**config.mk**
```make
export PLATFORM = sky130hd
export DESIGN_NAME = neg_line_encoder_2b
export DESIGN_NICKNAME = d
export VERILOG_FILES = /design/src/rtl/neg_line_encoder_2b.sv
export SDC_FILE = /design/constraint.sdc
export NUM_CORES = 1
export LEC_CHECK = 0
export BUFFER_PORTS_ARGS = -buffer_cell sky130_fd_sc_hd__buf_2
export CORE_MARGIN = 3
export CORE_UTILIZATION = 54
export DETAILED_ROUTE_END_ITERATION = 6
export HOLD_SLACK_MARGIN = 0.08
export PLACE_DENSITY_LB_ADDON = 0.3
export SYNTH_ARGS = -nofsm -noshare
export SYNTH_HDL_FRONTEND = slang
export SYNTH_SLANG_ARGS = --single-unit
```
**constraint.sdc**
```tcl
create_clock -name clk -period 1.95 [get_ports clk]
set_clock_uncertainty 0.2 [all_clocks]
set_input_delay 0.39 -clock clk [delete_from_list [all_inputs] [get_ports clk]]
set_output_delay 0.39 -clock clk [all_outputs]
set_load 0.02 [all_outputs]
```
**src/rtl/neg_line_encoder_2b.sv**
```systemverilog
// Active-low one-hot line encoder with stability qualification and valid/ready output.
// Optional ENC_MULTI_ERR_EN: multi-line faults pulse err instead of encoding by priority.
//
// state   | meaning
// IDLE    | waiting for en=1 and at least one asserted line
// QUAL    | counting consecutive identical samples of the candidate pattern
// HOLD    | code presented with valid=1 until the consumer takes it
// RELEASE | waiting for all lines to return high before re-arming
module neg_line_encoder_2b #(
   parameter int STABLE_CYCLES = 3,
   parameter int CNT_W         = 4
) (
   input  logic       clk,
   input  logic       rst,
   input  logic       en,
   input  logic [3:0] y_n,
   output logic [1:0] code,
   output logic       valid,
   input  logic       ready,
   output logic       busy,
   output logic       err
);

   typedef enum logic [1:0] {
      IDLE    = 2'd0,
      QUAL    = 2'd1,
      HOLD    = 2'd2,
      RELEASE = 2'd3
   } state_t;

   localparam logic [CNT_W-1:0] STABLE_C = CNT_W'(STABLE_CYCLES);

   state_t           state_q, state_d;
   logic [CNT_W-1:0] cnt_q, cnt_d;
   logic [3:0]       samp_q;
   logic [3:0]       samp_ref_q, samp_ref_d;
   logic [1:0]       cand_q, cand_d;
   logic [1:0]       code_q, code_d;
   logic             valid_q, valid_d;
   logic             err_q, err_d;

   logic [3:0]       act;
   logic             multi;
   logic             finish;
   logic [1:0]       fin_code;

   function automatic logic [1:0] prio(input logic [3:0] a);
      if (a[3])      return 2'd3;
      else if (a[2]) return 2'd2;
      else if (a[1]) return 2'd1;
      else           return 2'd0;
   endfunction

   assign act   = ~samp_q;
   assign multi = (act & (act - 4'd1)) != 4'd0;

   always_comb begin
      state_d    = state_q;
      cnt_d      = cnt_q;
      samp_ref_d = samp_ref_q;
      cand_d     = cand_q;
      code_d     = code_q;
      valid_d    = valid_q;
      err_d      = 1'b0;
      finish     = 1'b0;
      fin_code   = cand_q;

      case (state_q)
         IDLE: begin
            if (en && (act != 4'd0)) begin
               cand_d     = prio(act);
               samp_ref_d = samp_q;
               cnt_d      = CNT_W'(1);
               state_d    = QUAL;
               finish     = (STABLE_C == CNT_W'(1));
               fin_code   = prio(act);
            end
         end
         QUAL: begin
            if ((samp_q != samp_ref_q) || !en || (act == 4'd0)) begin
               cnt_d   = '0;
               state_d = IDLE;
            end else begin
               cnt_d  = cnt_q + CNT_W'(1);
               finish = ((cnt_q + CNT_W'(1)) == STABLE_C);
            end
         end
         HOLD: begin
            if (valid_q && ready) begin
               valid_d = 1'b0;
               state_d = RELEASE;
            end
         end
         RELEASE: begin
            if (samp_q == 4'b1111) state_d = IDLE;
         end
         default: state_d = IDLE;
      endcase

      // The qualification point is shared by the IDLE entry (STABLE_CYCLES=1) and QUAL.
      if (finish) begin
`ifdef ENC_MULTI_ERR_EN
         if (multi) begin
            err_d   = 1'b1;
            state_d = RELEASE;
         end else begin
            code_d  = fin_code;
            valid_d = 1'b1;
            state_d = HOLD;
         end
`else
         code_d  = fin_code;
         valid_d = 1'b1;
         state_d = HOLD;
`endif
      end
   end

   always_ff @(posedge clk) begin
      if (rst) begin
         state_q    <= IDLE;
         cnt_q      <= '0;
         samp_q     <= 4'b1111;
         samp_ref_q <= 4'b1111;
         cand_q     <= 2'b00;
         code_q     <= 2'b00;
         valid_q    <= 1'b0;
         err_q      <= 1'b0;
      end else begin
         state_q    <= state_d;
         cnt_q      <= cnt_d;
         samp_q     <= y_n;
         samp_ref_q <= samp_ref_d;
         cand_q     <= cand_d;
         code_q     <= code_d;
         valid_q    <= valid_d;
         err_q      <= err_d;
      end
   end

`ifndef ENC_MULTI_ERR_EN
   logic unused_multi;
   assign unused_multi = multi;
`endif

   assign code  = code_q;
   assign valid = valid_q;
   assign busy  = (state_q != IDLE);
`ifdef ENC_MULTI_ERR_EN
   assign err   = err_q;
`else
   assign err   = 1'b0;
`endif

endmodule

```
==> impl_results.rst <==
.. list-table::
   :header-rows: 1

   * - Metric
     - Value
   * - Run status
     - finished, final reports clean
   * - Clock insertion delay at the later pin of the skew report
     - ~0.31 ns
   * - Area of the multi-input gates
     - around 500 um2
   * - Clock share of power
     - around 28%
   * - Most common cell after layout, fill and taps aside
     - sky130_fd_sc_hd__dfxtp_1
   * - Maximum resistive drop on vdd
     - 578 uV
   * - Cell leakage power
     - 0.429 nW
   * - Worst Reg2Reg Path Length in Cells
     - 5
   * - Layout Nets
     - 127
   * - Via count of the first global-routing pass
     - 700
   * - Chip height
     - ~47 um
   * - Internal reg-to-reg setup slack
     - 0.12 ns
   * - Commonest cells after routing, fill and taps aside
     - sky130_fd_sc_hd__dfxtp_1, sky130_fd_sc_hd__buf_2, sky130_fd_sc_hd__a21oi_1, sky130_fd_sc_hd__nand2_1
   * - DRT antenna net count
     - 0
   * - Vias per std cell
     - 5.64
   * - Growth of design area from synthesis to finish
     - 17.2%
   * - Share of the clock period used by the worst path
     - 94.0%
   * - Min-Delay Path Class
     - in2reg
   * - Die outline area
     - 2260 um2
   * - Endpoint of the worst-slack reg-to-reg timing path
     - code[0]
   * - Cells after Synth
     - 95
   * - Avg Synthesized Cell Area
     - 9.79 um2
   * - Number of DRC markers in iteration 0
     - 21
   * - Number of antenna diodes
     - 0
   * - Global routing usage summed across all routing layers
     - 19.4%
   * - Required time of the worst setup path
     - 2.01 ns
   * - Number of DRC violations after detailed routing
     - 0
   * - Total vias in the final route
     - roughly 740
   * - Detailed-route wire length per cell
     - roughly 14 um
   * - Launching element of the worst setup path
     - state_q[1]
   * - Cell count after placement
     - approximately 120
   * - Clock transition at the registers of the reported paths
     - 0.11 ns
   * - Initial core utilization
     - 59.6%
   * - Buffers from clock root to sink, at most
     - 2
   * - Achievable clock frequency
     - 546 MHz
   * - Post-detailed-placement half-perimeter wirelength
     - 1.32 mm
   * - Type of destination of the critical path
     - flop
   * - Initial antenna violation count
     - 0
   * - Comb pwr share
     - 14.9%
   * - Unique cell type count in the Yosys netlist
     - 37
   * - Synthesis Warnings
     - 0
   * - Final weighted congestion in routability-driven placement
     - 0.836
   * - H-tree levels
     - 1
   * - Net count after synthesis
     - 105
   * - Number of placement rows
     - 14
   * - Pwr/cell area
     - between 600 and 700 nW/um2
   * - Arrival time reported for the critical path endpoint
     - 1.89 ns
   * - First drt pass iteration count
     - 4
   * - Maximum number of pins on one net before global-route repair
     - 13
   * - Kind of start point of the critical path
     - flop
   * - TritonCTS clock tree
     - built
   * - Core outline area
     - 1560 um2
   * - Final total negative setup slack
     - 0 ns
   * - Sum of overflow across all layers after global routing
     - 0
   * - Unrepaired setup endpoints after global routing
     - false
   * - Routed wire length
     - 1.80 mm
   * - Design Power
     - 740 uW
   * - Num CTS Buffers
     - 3
   * - Horizontal die dimension
     - 47.5 um
   * - Switching pwr
     - 205 uW
   * - Hold violation count in the final report
     - 0
   * - Flop and latch count out of synthesis
     - 19
   * - Global-route wire length before repair
     - 3.05 mm
   * - Worst reg2reg path startpoint
     - state_q[1]
   * - Pint
     - 534 uW
   * - Fraction of power spent switching nets
     - 27.8%
   * - Layout cells sized above 1
     - 25.0%
   * - Final critical path time including I/O delays and setup
     - 1.83 ns
   * - I/O pins
     - 13
   * - Seq/Total Area, Yosys
     - 40.9%
   * - Area taken by flip-flops and latches
     - between 300 and 400 um2
   * - Crit Path Max Fanout
     - 6
   * - Proportion of power drawn by flip-flops and latches
     - 56.6%
   * - Port Buffers
     - 11
   * - Critical hold path startpoint
     - rst
   * - Path type of the worst setup path
     - reg2reg
   * - Fill cell instance count of the final layout
     - 113
   * - Final Setup Violations
     - 0
   * - Endpoint of the most critical setup path
     - code[0]
   * - Netlist area before placement
     - 930 um2
   * - Max Cap Viol
     - 0
   * - Library cell used as clock root buffer
     - sky130_fd_sc_hd__clkbuf_4
   * - Final non-filler cell total
     - 132
   * - Max-slew violations
     - 0
   * - Number of clock sinks seen by CTS
     - 19
## through the flow
| step | worst slack, ns | util [%] | hold slack [ns] | cell area [um2] |
|---|---|---|---|---|
| detailed placement | 0.126 | 65.4 | 0.269 | 1020 |
| floorplan | 0.173 | - | 0.262 | 930 |
| global route | 0.000809 | 69.9 | 0.236 | 1090 |
| finish | 0.117 | 69.9 | 0.230 | 1090 |
| global placement | 0.186 | 65.4 | 0.274 | 1020 |
| CTS | 0.0990 | 69.9 | 0.235 | 1090 |
## state kept, by name (all words and copies together) (netlist names)
signal and flops:
samp_q 4, state_q 2, samp_ref_q 4, cnt_q 4, valid 1, cand_q 2, code 2
## power by group through the flow
| stage | Combinational (mW) | Sequential (mW) | Clock [mW] |
|---|---|---|---|
| finish | 0.110 | 0.419 | 0.210 |
| CTS | 0.111 | 0.419 | 0.210 |
| floorplan | 0.0751 | 0.423 | 0 |
| detailed placement | 0.104 | 0.428 | 0 |
| global placement | 0.101 | 0.426 | 0 |
| global route | 0.122 | 0.422 | 0.234 |
## worst min-delay path by stage
stage | endpoint | slack, ns | cells past startpoint
2_1_floorplan | samp_ref_q[0] | 0.26 | 2
3_3_place_gp | samp_ref_q[0] | 0.27 | 2
3_5_place_dp | valid | 0.27 | 2
4_1_cts | cnt_q[0] | 0.23 | 3
5_1_grt | cnt_q[0] | 0.24 | 3
6_report | cnt_q[0] | 0.23 | 3
## worst max-delay path, cell delays in order, from the launching register on
cell	delay [ns]
sky130_fd_sc_hd__dfxtp_1	0.38
sky130_fd_sc_hd__buf_4	0.17
sky130_fd_sc_hd__nor3b_1	0.31
sky130_fd_sc_hd__a21oi_1	0.13
sky130_fd_sc_hd__a311oi_1	0.40
sky130_fd_sc_hd__mux2_1	0.20
## layout make-up
cell class / instances / area share (%)
Multi-Input combinational cell: 69 / 47.0
Inverter: 4 / 1.38
Clock buffer: 3 / 2.07
Timing Repair Buffer: 20 / 12.2
Tap cell: 16 / 1.84
Sequential cell: 19 / 34.9
Clock inverter: 1 / 0.689
## synthesized netlist by cell type (all sizes together)
cell type | n | area, um2
o2111ai | 1 | 26.3
o21ai | 2 | 10.0
nor2b | 3 | 18.8
a311oi | 2 | 17.5
xor2 | 5 | 43.8
o211ai | 2 | 15.0
nand2b | 1 | 6.26
ha | 2 | 25.0
nor4 | 1 | 21.3
or2b | 1 | 7.51
a21boi | 1 | 7.51
nand3 | 4 | 20.0
nor3b | 1 | 7.51
o311ai | 1 | 8.76
mux2 | 2 | 22.5
a22oi | 1 | 7.51
conb | 1 | 3.75
or2 | 5 | 33.8
inv | 3 | 11.3
dfxtp | 19 | 380
and4 | 1 | 8.76
and3b | 1 | 8.76
nand3b | 1 | 7.51
clkbuf | 1 | 3.75
clkinv | 1 | 3.75
nor3 | 4 | 36.3
buf | 2 | 18.8
mux2i | 4 | 40.0
nand2 | 9 | 33.8
o2111a | 1 | 11.3
a21oi | 10 | 50.1
and3 | 1 | 6.26
nand4 | 1 | 6.26
## kinds of logic (layout without fill, tap and decap cells)
family                     count (synthesis)  in the layout  synth area share [%]
DFF                                       19             19                  40.9
adders and majority gates                  2              2                  2.69
muxes                                      6              6                  6.73
other                                      1              1                 0.403
buffers and inverters                      7             28                  4.04
AOI/OAI and AO/OA                         21             21                  16.6
and+or+nand+nor                           34             34                  24.0
xor gates and xnor gates                   5              5                  4.71
## layer usage
| layer | share of wire [%] | global-route usage (%) | vias to the layer above |
|---|---|---|---|
| li1 | - | - | 383 |
| met1 | 44 | 23.0 | 336 |
| met2 | 49 | 32.9 | 18 |
| met3 | 4.0 | 4.89 | 7 |
| met4 | 3.2 | 8.84 | 0 |
| met5 | 0 | 0 | - |
## what timing repair did
item	CTS	global route
setup buffers	0	0
hold buffers	4	0
resized for setup	0	0
setup endpoints to repair	0	0
endpoints found under the hold margin	4	0
Power figures use the tool's default switching activity.
